File: config.mk
export PLATFORM = sky130hd
export DESIGN_NAME = paddle_vertical
export DESIGN_NICKNAME = d
export VERILOG_FILES = /design/src/rtl/paddle_vertical.sv
export SDC_FILE = /design/constraint.sdc
export NUM_CORES = 1
export LEC_CHECK = 0
export ABC_AREA = 1
export BUFFER_PORTS_ARGS = -buffer_cell sky130_fd_sc_hd__buf_2
export CAP_MARGIN = 20
export CORE_MARGIN = 2
export CORE_UTILIZATION = 62
export CTS_CLUSTER_SIZE = 14
export DETAILED_ROUTE_END_ITERATION = 16
export PLACE_DENSITY = 0.83
export SLEW_MARGIN = 40
export SYNTH_ARGS = -nofsm -noshare
export SYNTH_HDL_FRONTEND = slang
export SYNTH_SLANG_ARGS = --single-unit
File: constraint.sdc
create_clock -name i_clk7_159 -period 2.9 [get_ports i_clk7_159]
set_clock_uncertainty 0.05 [all_clocks]
set_input_delay 0.145 -clock i_clk7_159 [delete_from_list [all_inputs] [get_ports i_clk7_159]]
set_output_delay 0.145 -clock i_clk7_159 [all_outputs]
set_load 0.02 [all_outputs]
File: src/rtl/paddle_vertical.sv
// Per-player paddle vertical stage: latches the paddle position each frame,
// counts scan lines down to the paddle top and emits the paddle window and segment bits.
//
// state | meaning
// BLANK | vertical blanking; offset counter reloaded from the latched position
// WAIT  | active video above the paddle; offset counts down one per line
// DRAW  | paddle window; segment counter steps one per line
// DONE  | below the paddle; outputs idle until the next blanking
module paddle_vertical #(
  parameter int         PAD_LINES = 15,
  parameter logic [7:0] POS_MIN   = 8'd0,
  parameter logic [7:0] POS_MAX   = 8'(239 - PAD_LINES)
) (
  input  logic       i_clk7_159,
  input  logic       i_rst,
  input  logic       i_hsync_n,
  input  logic       i_vblank,
  input  logic [7:0] i_pad_pos,
  input  logic       i_pad_hwin,
  output logic       o_pad,
  output logic       o_padvid,
  output logic       o_b,
  output logic       o_c,
  output logic       o_d
);

  typedef enum logic [1:0] {
    S_BLANK = 2'd0,
    S_WAIT  = 2'd1,
    S_DRAW  = 2'd2,
    S_DONE  = 2'd3
  } state_t;

  localparam logic [3:0] SEG_LAST = 4'(PAD_LINES - 1);

  state_t     r_state;
  state_t     w_state_nxt;
  logic       r_hsync_q;
  logic       r_vblank_q;
  logic [7:0] r_pos_lat;
  logic [7:0] r_offs;
  logic [7:0] w_offs_nxt;
  logic [3:0] r_seg;
  logic [3:0] w_seg_nxt;
  logic       w_line_tick;
  logic       w_vblank_rise;
  logic [7:0] w_pos_clamped;

  assign w_line_tick   = r_hsync_q & ~i_hsync_n;
  assign w_vblank_rise = i_vblank & ~r_vblank_q;

  // Inclusive compares keep the bounds meaningful even when a limit is zero.
  assign w_pos_clamped = (i_pad_pos <= POS_MIN) ? POS_MIN :
                         (i_pad_pos >= POS_MAX) ? POS_MAX : i_pad_pos;

  always_ff @(posedge i_clk7_159 or posedge i_rst) begin
    if (i_rst) begin
      r_hsync_q  <= 1'b1;
      r_vblank_q <= 1'b0;
      r_pos_lat  <= POS_MIN;
    end else begin
      r_hsync_q  <= i_hsync_n;
      r_vblank_q <= i_vblank;
      if (w_vblank_rise) begin
        r_pos_lat <= w_pos_clamped;
      end
    end
  end

  always_ff @(posedge i_clk7_159 or posedge i_rst) begin
    if (i_rst) begin
      r_state <= S_BLANK;
      r_offs  <= 8'd0;
      r_seg   <= 4'd0;
    end else begin
      r_state <= w_state_nxt;
      r_offs  <= w_offs_nxt;
      r_seg   <= w_seg_nxt;
    end
  end

  always_comb begin
    w_state_nxt = r_state;
    w_offs_nxt  = r_offs;
    w_seg_nxt   = r_seg;
    // Blanking overrides everything, including a coincident line tick.
    if (i_vblank) begin
      w_state_nxt = S_BLANK;
      w_offs_nxt  = r_pos_lat;
      w_seg_nxt   = 4'd0;
    end else begin
      case (r_state)
        S_BLANK: begin
          w_state_nxt = S_WAIT;
        end
        S_WAIT: begin
          if (w_line_tick) begin
            if (r_offs == 8'd0) begin
              w_state_nxt = S_DRAW;
              w_seg_nxt   = 4'd0;
            end else begin
              w_offs_nxt = r_offs - 8'd1;
            end
          end
        end
        S_DRAW: begin
          if (w_line_tick) begin
            if (r_seg == SEG_LAST) begin
              w_state_nxt = S_DONE;
            end else begin
              w_seg_nxt = r_seg + 4'd1;
            end
          end
        end
        S_DONE: begin
          w_seg_nxt = SEG_LAST;
        end
        default: begin
          w_state_nxt = S_BLANK;
        end
      endcase
    end
  end

  assign o_pad              = (r_state == S_DRAW);
  assign o_padvid           = o_pad & i_pad_hwin;
  assign {o_d, o_c, o_b}    = o_pad ? r_seg[3:1] : 3'b000;

endmodule

==> metrics.md, run 1 <==
| Metric | Value |
|---|---|
| FF/Latch Area | approximately 600 um^2 |
| Unrepaired setup endpoints after global routing | no |
| Status | finished, final reports clean |
| Max cap viols | 0 |
| Wire length after detailed routing | ~3000 um |
| Total GRT Usage | between 20% and 30% |
| Core area | about 0.0023 mm^2 |
| Clk sink count | 24 |
| Flop-to-flop setup slack | ~1.2 ns |
| I/O Pins | 18 |
| Internal | around 0.63 mW |
| First-pass GRT wire length | between 5000 and 6000 um |
| Synth Net Count | approximately 230 |
| Routed vias | 1353 |
| Max-slew violation count | 0 |
| Mapped cell area | ~0.0015 mm^2 |
| Total of warnings raised by yosys | 0 |
| Sequential fraction of the synthesis area | approximately 40% |
| Crit-path slowest cell | dfrtp_1 |
| Initial DRC Count | 39 |
| Die height | between 50 and 60 um |
| Share of layout cells above drive strength 1 | ~16% |
| Number of fill cells | 180 |
| Final number of setup-violating endpoints | 0 |
| Hold-fix buffers, CTS | 5 |
| Place WS | 1.23 ns |
| Design Area, Final | between 0.0015 and 0.002 mm^2 |
| Vias in the first global route | 1312 |
| Detail Placement HPWL | 2210 um |
| Hold Path Class | primary input to flip-flop |
| Post-CTS Setup Bufs | 0 |
| Multi-input combinational cell area | around 800 um^2 |
| Cells after DPL | 254 |
| Full die area | roughly 0.0029 mm^2 |
| Buffers and inverters on the worst path | 2 |
| PD cells | roughly 650 mW/mm^2 |
| CTS H-tree lvls | 1 |
| Diodes inserted | 0 |
| DRC Markers | 0 |
| Largest net degree at the start of global routing | 25 |
| CP peak stage delay | approximately 0.43 ns |
| Grt total ovfl | 0 |
| Arrival time worst endpoint | approximately 1.9 ns |
| EDFF count, synth | 0 |
| Delay-heaviest family, CP | flip-flops |
| Comb power frac | a little over two fifths |
| Initial Util | just under 70% |
| Post-Syn Area per Cell | just over 7 um^2 |
| Minimum clock period | between 1.5 and 2 ns |
| Ys async rst share | 100% |
| NetSw | 0.472 mW |
| Clk slew on worst S/H paths | between 0.1 and 0.15 ns |
| Average vias per placed instance | around 5 |
| DRT Pass-1 Iters | 4 |
| WHS Path Cells | 3 |
| Peak fanout along the critical path | 8 |
| # rows | 17 |
| End of the critical path | r_state[1] |
| Final-stage net count | around 260 |
| Pleak | 0.935 nW |
| Final Util | between 70% and 80% |
| Fin. Hold Viols | 0 |
| Clk pwr share | between 10 and 15% |
| Cell Area, Placed | about 0.0016 mm^2 |
| CP startpoint kind | flip-flop |
| Critical Path Source | r_state[0] |
| Longest Clk Path Bufs | 2 |
| Worst r2r src | r_state[0] |
| Port buffer count | 17 |
| Primary FF master, synth | dfrtp_1 |
| CP dominant cell by count | nand2_1 |
| Number of CTS-inserted buffers | 3 |
| Final period utilization | just under 60% |
| Synthesized flop and latch total | 24 |
| WL per Instance | between 10 and 15 um |
| Sw Ratio | between 40% and 50% |
| Fmax | 0.581 GHz |
| Critical path type | flip-flop to flip-flop |
| Least-Margin Pin Slew | roughly 0.5 ns |
| Die W | ~53 um |
| Root Driver | clkbuf_4 |
| TritonCTS clock tree | done |
| Clk Latency, worst-skew pair | 0.31 ns |
| Reg2reg path depth | 10 |
| Commonest non-fill, non-tap cells in the layout | nand2_1 (78), inv_1 (24), nand3_1 (24), dfrtp_1 (23) |
| Crit-path cells | inv_1, ha_1, inv_1, nor2_2, nand2_1, nand2_1, a21oi_1, nand2_1, nand2_1, nand2_1 |
| Final hold slack | 0.00556 ns |
| Pwr Total | between 1 and 1.5 mW |
| Normalized max-slew margin | between 60% and 70% |
| Seq pwr share | around 44% |
| R2r endpoint | r_state[1] |
| Crit path depth | 10 |
| Area growth, synth to finish | 11.9% |
| Post_cts resized | 0 |
| Initial antenna violation count | 0 |
| DRT antenna net count | 0 |
| CP required | between 3 and 4 ns |
| Worst VDD drop | between 0.0004 and 0.0005 V |
| Hold_sp | i_pad_pos[0] |
| Setup TNS | 0 ns |
| Distinct cells, synth | 23 |
| Gate Count Post-Synth | 211 |
| RD Place Congestion | between 0.8 and 0.9 |
| Worst Setup End Kind | flip-flop |
| Commonest non-fill, non-tap cell in the layout | nand2_1 |
| Final Non-Filler Cells | approximately 260 |
| Final worst slack | about 1.2 ns |
Yosys cell counts, types with 4 or more instances:
cell,instances,area share (%)
nand2_1,78,19
inv_1,25,6.2
nand3_1,24,7.9
dfrtp_1,23,38
nor2_1,17,4.2
ha_1,8,6.6
nor2_4,5,3.7
nand2_2,4,1.6
o21ai_1,4,1.3
sequential cells by signal, indices dropped and copies added (netlist names):
name	count
r_state	2
r_vblank_q	1
r_seg	4
r_hsync_q	1
r_pos_lat	8
r_offs	8
routing by layer:
layer / global-route usage (%) / up-vias / wire (um)
li1: - / 705 / -
met1: 36.3 / 617 / 1450
met2: 44.9 / 29 / 1390
met3: 3.39 / 2 / 142
met4: 6.41 / 0 / 17
met5: 0 / - / 0
power by group through the flow:
stage	Combinational (mW)	Clock [mW]	Sequential [mW]
floorplan	0.374	0	0.465
global route	0.546	0.167	0.488
global placement	0.440	0	0.478
CTS	0.467	0.156	0.477
detailed placement	0.457	0	0.483
finish	0.467	0.155	0.478
area by class of cell:
type	count	area share [%]
sequential	24	35.5
multi-input combinational	158	47.0
clock buffer	4	1.55
timing repair buffer	22	7.96
tap	28	2.06
inverter	27	5.97
cells by family after synthesis:
logic type	after synthesis	synth area share, %
buffers and inverters	29	7.76
AO/OA/AOI/OAI	12	4.37
AND/OR/NAND/NOR	137	41.0
XOR/XNOR	1	0.578
adder cells (fa/ha/maj)	8	6.60
flip-flops	24	39.7
tightest hold or removal path, cell delays in order:
cell	delay, ns
buf_2	0.08
nand3_1	0.07
nand2_1	0.05
worst min-delay path by stage:
stage	slack, ns	endpoint
after floorplan	0.1	r_hsync_q
after global placement	0.21	r_hsync_q
after detailed placement	0.15	r_pos_lat[7]
after CTS	0.002	r_pos_lat[7]
after global routing	0.008	r_pos_lat[0]
final	0.006	r_pos_lat[0]
(Power assumes the default switching activity.)
==> run 2: changes to the inputs <==
Settings changed: CORE_UTILIZATION 62 to 57, PLACE_DENSITY 0.83 to 0.77.
Clock period 2.9 ns to 1.74 ns, I/O delays scaled along.
==> run 2 against run 1 <==
Compared with the run above:
- first-iteration DRC count is 2.6% lower
- final area is 5.8% higher
- count of clock-buffer cells in the layout unchanged
- combinational power increased by 75%
- register-to-register slack worse by 1.0 ns
- flip-flop and latch count unchanged
- largest power group is now combinational logic
==> metrics.md, run 2 (same netlist as run 1, synthesis figures left out) <==
| Metric | Value |
|---|---|
| Status | finished, final reports clean |
| Average vias per placed instance | 4.99 (-3.1%) |
| Vias in the first global route | 1331 (+1.4%) |
| Internal | 1.11 mW (+77%) |
| Sw Ratio | 41.4% (-1.6 points) |
| Routed vias | 1356 (+0.22%) |
| TritonCTS clock tree | done |
| Clk sink count | 24 (unchanged) |
| Largest net degree at the start of global routing | 25 (unchanged) |
| Worst VDD drop | 0.000743 V (+74%) |
| Seq pwr share | 41.8% (-1.7 points) |
| Grt total ovfl | 0 (unchanged) |
| Reg2reg path depth | 9 (-1) |
| Detail Placement HPWL | 2220 um (+0.23%) |
| Die height | 55.6 um (+4.0%) |
| RD Place Congestion | 0.863 (-2.6%) |
| Fmax | 0.626 GHz (+7.9%) |
| Worst Setup End Kind | flip-flop |
| Final Non-Filler Cells | 272 (+3.4%) |
| Peak fanout along the critical path | 5 (-3) |
| Total GRT Usage | 22.1% (-4.6 points) |
| Leading registers by flop count | r_offs: 8 flops, r_pos_lat: 8 flops, r_seg: 4 flops |
| Core area | 0.00250 mm^2 (+11%) |
| Normalized max-slew margin | 72.2% (+5.2 points) |
| Max cap viols | 0 (unchanged) |
| First-pass GRT wire length | 5640 um (+1.4%) |
| Initial antenna violation count | 0 (unchanged) |
| Place WS | 0.110 ns (-1.12 ns) |
| Port buffer count | 17 (unchanged) |
| Full die area | 0.00309 mm^2 (+8.1%) |
| Max-slew violation count | 0 (unchanged) |
| Cells after DPL | 258 (+1.6%) |
| Arrival time worst endpoint | 1.75 ns (-0.14 ns) |
| Hold Path Class | primary input to flip-flop |
| DRC Markers | 0 (unchanged) |
| Critical path type | flip-flop to flip-flop |
| Final worst slack | 0.143 ns (-1.03 ns) |
| CP startpoint kind | flip-flop |
| Pleak | 0.974 nW (+4.2%) |
| Final number of setup-violating endpoints | 0 (unchanged) |
| Final period utilization | 91.8% (+32 points) |
| Root Driver | clkbuf_4 |
| CP required | 1.90 ns (-1.16 ns) |
| I/O Pins | 18 (unchanged) |
| Area growth, synth to finish | 18.4% |
| # rows | 18 (+1) |
| DRT Pass-1 Iters | 4 (unchanged) |
| DRT antenna net count | 0 (unchanged) |
| Die W | 55.6 um (+4.0%) |
| Initial Util | 60.7% (-6.6 points) |
| Final hold slack | 0.0648 ns (+0.0593 ns) |
| CTS H-tree lvls | 1 (unchanged) |
| Clk slew on worst S/H paths | 0.13 ns (about the same) |
| PD cells | 1050 mW/mm^2 (+63%) |
| Wire length after detailed routing | 2990 um (-0.53%) |
| Commonest non-fill, non-tap cells in the layout | nand2_1 (78), inv_1 (25), nand3_1 (24), dfrtp_1 (23) |
| Diodes inserted | 0 (unchanged) |
| Initial DRC Count | 38 (-2.6%) |
| Share of layout cells above drive strength 1 | 17.8% (+1.6 points) |
| Fin. Hold Viols | 0 (unchanged) |
| NetSw | 0.783 mW (+66%) |
| Post-CTS Setup Bufs | 0 (unchanged) |
| Number of CTS-inserted buffers | 3 (unchanged) |
| WHS Path Cells | 1 (-2) |
| Longest Clk Path Bufs | 2 (unchanged) |
| Commonest non-fill, non-tap cell in the layout | nand2_1 |
| Clk pwr share | 15.0% (+0.9 points) |
| Least-Margin Pin Slew | 0.416 ns (-0.0766 ns) |
| Minimum clock period | 1.60 ns (-0.126 ns) |
| Clk Latency, worst-skew pair | 0.30 ns (about the same) |
| WL per Instance | 11.0 um (-3.8%) |
| Comb power frac | 43.1% (+0.6 points) |
| Final-stage net count | 264 (+2.7%) |
==> run 2: cell types whose count changed in the layout (fill, tap and decap cells not counted), sizes merged <==
cell / before / now
buf: 17 / 19
dlygate4sd3: 5 / 10
==> run 2: repair_timing <==
item / 4_1_cts / 5_1_grt
endpoints found under the setup margin: 0 / 6
hold endpoints to repair: 32 / 0
gates resized for setup: 0 / 4
hold buffers: 10 / 0
==> run 2: layout make-up <==
| cell class | count | area [um^2] |
|---|---|---|
| clock buffers | 4 | 36.3 |
| well taps | 30 | 37.5 |
| repair buffers | 29 | 200 |
| inverters | 27 | 101 |
| fillers | 212 | 704 |
| flip-flops and latches | 24 | 602 |
| multi-input cells | 158 | 818 |
==> run 2: path summary, 6_finish.rpt <==
check / start / end / slack [ns]
setup reg to reg: r_state[1] / r_offs[0] / 0.14
hold / removal: i_vblank / r_vblank_q / 0.06
min in group asynchronous: i_rst / r_offs[4] / 0.30
setup / recovery: r_state[1] / r_offs[0] / 0.14
hold reg to reg: r_pos_lat[5] / r_pos_lat[5] / 0.45
max in group asynchronous: i_rst / r_hsync_q / 1.05
==> run 2: power by group through the flow <==
stage               registers (mW)  logic [mW]  clock network [mW]
floorplan                    0.775       0.624                   0
global placement             0.791       0.753                   0
detailed placement           0.798       0.772                   0
CTS                          0.787       0.793               0.296
global route                 0.810       0.956               0.321
finish                       0.791       0.816               0.284
==> run 2: critical path: stages (launching register included) <==
cell     delay, ns
dfrtp_1       0.45
inv_1         0.10
ha_1          0.18
inv_1         0.06
nor2_1        0.18
inv_1         0.09
nor2_1        0.20
nor2_4        0.07
nand2_1       0.07
o21ai_1       0.06
==> run 2: per-layer routing <==
metal / part of all wire (%) / wire, um / up-vias / GRT usage, %
met2: 48 / 1420 / 17 / 36.9
met3: 2.3 / 70 / 2 / 2.79
met5: 0 / 0 / - / 0
met4: 0.34 / 10 / 0 / 3.14
li1: - / - / 717 / -
met1: 50 / 1490 / 620 / 31.7
==> run 2: metrics by stage <==
step	utilization, %	area, um^2	setup TNS (ns)	power, mW
finish	71.8	1800	0	1.89
global route	71.8	1800	-0.0229	2.09
CTS	71.0	1770	0	1.88
detailed placement	65.5	1640	0	1.57
global placement	65.5	1640	0	1.54
floorplan	-	1520	0	1.40
==> run 3: changes to the inputs <==
Settings changed: CORE_UTILIZATION 57 to 52, PLACE_DENSITY 0.77 to 0.74.
Clock period 1.74 ns to 1.39 ns, I/O delays scaled along.
==> run 3 against run 2 <==
Compared with the run above:
- the run now ends with setup timing left
- total power up 66%
- final area rose by 21%
- first-iteration DRC count increased by 79%
- clock power increased by 85%
- die area grew 8.9%
- global-route usage is 2.6 points higher
- sequential share of layout area shrank 5.6 points
- final cell count increased by 9.2%
- register-to-register slack worse by 0.23 ns
- via count grew 10%
- fmax increased by 7.8%
- non-clock buffer count up 24
==> metrics.md, run 3 (same netlist as run 1, synthesis figures left out) <==
| Metric | Value |
|---|---|
| PD cells | 1450 mW/mm^2 (+38%) |
| Average vias per placed instance | 5.04 (+1.2%) |
| Initial antenna violation count | 0 (unchanged) |
| DRT Pass-1 Iters | 4 (unchanged) |
| Crit-path slowest cell | dfrtp_2 |
| Initial Util | 55.0% (-5.7 points) |
| I/O Pins | 18 (unchanged) |
| Die height | 58 um (+4.4%) |
| Failing checks | setup timing |
| Worst r2r src | r_offs[3] |
| M3 GR Usage | 4.24% (+1.5 points) |
| Buffers and inverters on the worst path | 0 (-3) |
| CTS H-tree lvls | 1 (unchanged) |
| Clk pwr share | 16.6% (+1.6 points) |
| Diodes inserted | 0 (unchanged) |
| Worst VDD drop | 0.00112 V (+51%) |
| Pwr Total | 3.15 mW (+66%) |
| R2r endpoint | r_state[1] |
| Area growth, synth to finish | 42.9% |
| Die W | 58 um (+4.4%) |
| DRC Markers | 0 (unchanged) |
| Total GRT Usage | 24.7% (+2.6 points) |
| Hold Path Class | primary input to flip-flop |
| CP startpoint kind | flip-flop |
| Internal | 1.89 mW (+70%) |
| Max cap viols | 0 (unchanged) |
| Final-stage net count | 288 (+9.1%) |
| Design Area, Final | 0.00217 mm^2 (+21%) |
| Grt peak-use layer | met2 |
| Max-slew violation count | 0 (unchanged) |
| Met2 Use GR | 41.4% (+4.5 points) |
| Unrepaired setup endpoints after global routing | yes |
| Final hold slack | 0.138 ns (+0.0733 ns) |
| Detail Placement HPWL | 2260 um (+1.7%) |
| Seq pwr share | 31.4% (-10 points) |
| Fin. Hold Viols | 0 (unchanged) |
| Initial DRC Count | 68 (+79%) |
| Pleak | 1.13 nW (+16%) |
| WL per Instance | 12.8 um (+17%) |
| Commonest non-fill, non-tap cells in the layout | nand2_1 (72), buf_4 (25), nand3_1 (23), dfrtp_1 (21), inv_1 (15) |
| Commonest non-fill, non-tap cell in the layout | nand2_1 |
| Clk sink count | 24 (unchanged) |
| Cell Area, Placed | 0.00178 mm^2 (+8.6%) |
| Worst Setup End Kind | flip-flop |
| Comb power frac | 52.0% (+8.9 points) |
| Met1 Resource Use GR | 32.8% (+1.1 points) |
| Root Driver | clkbuf_4 |
| CP peak stage delay | 0.48 ns (+0.03 ns) |
| WHS Path Cells | 2 (+1) |
| Wire length after detailed routing | 3810 um (+28%) |
| Clk Latency, worst-skew pair | 0.33 ns (+0.03 ns) |
| DRT antenna net count | 0 (unchanged) |
| RD Place Congestion | 0.833 (-3.5%) |
| Arrival time worst endpoint | 1.65 ns (-0.10 ns) |
| Port buffer count | 17 (unchanged) |
| NetSw | 1.26 mW (+61%) |
| Crit-path cells | nor2_4, nand2_2, nor2_4, nand2_2, nand2_4, nand2_1, nand2_1, nand2_1 |
| Clk slew on worst S/H paths | 0.15 ns (+0.02 ns) |
| CP required | 1.56 ns (-0.34 ns) |
| Normalized max-slew margin | 79.2% (+7.0 points) |
| Final number of setup-violating endpoints | 14 (+14) |
| Fmax | 0.675 GHz (+7.8%) |
| Peak fanout along the critical path | 7 (+2) |
| Final Util | 78.6% (+6.8 points) |
| TritonCTS clock tree | done |
| Routed vias | 1498 (+10%) |
| Core area | 0.00276 mm^2 (+10%) |
| Grt total ovfl | 0 (unchanged) |
| Critical path type | flip-flop to flip-flop |
| Final worst slack | -0.0911 ns (-0.234 ns) |
| First-pass GRT wire length | 6340 um (+12%) |
| Minimum clock period | 1.48 ns (-0.116 ns) |
| Flop-to-flop setup slack | -0.09 ns (-0.23 ns) |
| Number of CTS-inserted buffers | 3 (unchanged) |
| Final period utilization | 107% (+15 points) |
| Share of layout cells above drive strength 1 | 36.8% (+19 points) |
| Hold_sp | i_vblank |
| # rows | 19 (+1) |
| Full die area | 0.00336 mm^2 (+8.9%) |
| Least-Margin Pin Slew | 0.311 ns (-0.105 ns) |
| Delay-heaviest family, CP | simple AND/OR/NAND/NOR gates |
| Worst Hold End | r_vblank_q |
| CP dominant cell by count | nand2_1 |
| Longest Clk Path Bufs | 2 (unchanged) |
| Number of fill cells | 187 (-12%) |
| Vias in the first global route | 1441 (+8.3%) |
| Sw Ratio | 40.1% (-1.3 points) |
| Status | complete, but fails checks |
| Largest net degree at the start of global routing | 25 (unchanged) |
| Leading registers by flop count | r_offs: 8 flops, r_pos_lat: 8 flops, r_seg: 4 flops |
| Reg2reg path depth | 8 (-1) |
run 3: cell count changes in the layout (fill, tap and decap cells not counted), sizes merged:
cell    change
clkbuf      -1
bufinv      +1
buf        +24
run 3: worst max path at each step:
stage	start	endpoint	cells after the start
final	r_offs[3]	r_state[1]	8
after global routing	r_state[0]	o_c	6
after detailed placement	r_state[1]	r_offs[1]	9
after global placement	r_state[1]	r_offs[5]	8
after floorplan	r_state[1]	r_offs[5]	8
after CTS	r_state[0]	o_b	6
run 3: per-stage QoR:
step                setup TNS, ns  cells  setup WS [ns]
floorplan                  -0.263    211        -0.0337
global placement           -0.706    275        -0.0788
detailed placement          -1.01    275         -0.117
CTS                        -0.708    295        -0.0763
global route                -2.11    297         -0.162
finish                     -0.883    297        -0.0911
run 3: worst reg2reg max path: stages (launching register included):
cell and delay [ns]:
dfrtp_2 0.48, nor2_4 0.13, nand2_2 0.10, nor2_4 0.18
nand2_2 0.10, nand2_4 0.13, nand2_1 0.09, nand2_1 0.06
nand2_1 0.06
run 3: repair_timing:
action                                  CTS  global route
endpoints found under the setup margin   19            19
hold buffers                             10             0
endpoints found under the hold margin    33             0
setup buffers                             6             2
resized for setup                        35            20
pin swaps                                16             6
run 3: cell type report:
type	count	area (um^2)	share of cell area (%)
multi-input combinational	158	955	44.1
timing repair buffer	53	415	19.2
clock inverter	1	30.0	1.39
sequential	24	604	27.9
tap	31	38.8	1.79
inverter	27	101	4.68
clock buffer	3	22.5	1.04
run 3: layer usage:
| metal | part of all wire (%) | up-vias |
|---|---|---|
| met3 | 3.4 | 4 |
| met5 | 0 | - |
| met2 | 50 | 33 |
| met1 | 46 | 696 |
| li1 | - | 765 |
| met4 | 0.66 | 0 |
run 3: power groups by stage:
stage	Combinational, mW	Clock [mW]	Sequential [mW]
2_1_floorplan	0.809	0	0.973
3_3_place_gp	1.19	0	0.982
3_5_place_dp	1.21	0	0.986
4_1_cts	1.42	0.527	0.976
5_1_grt	1.79	0.549	1.01
6_report	1.64	0.524	0.987
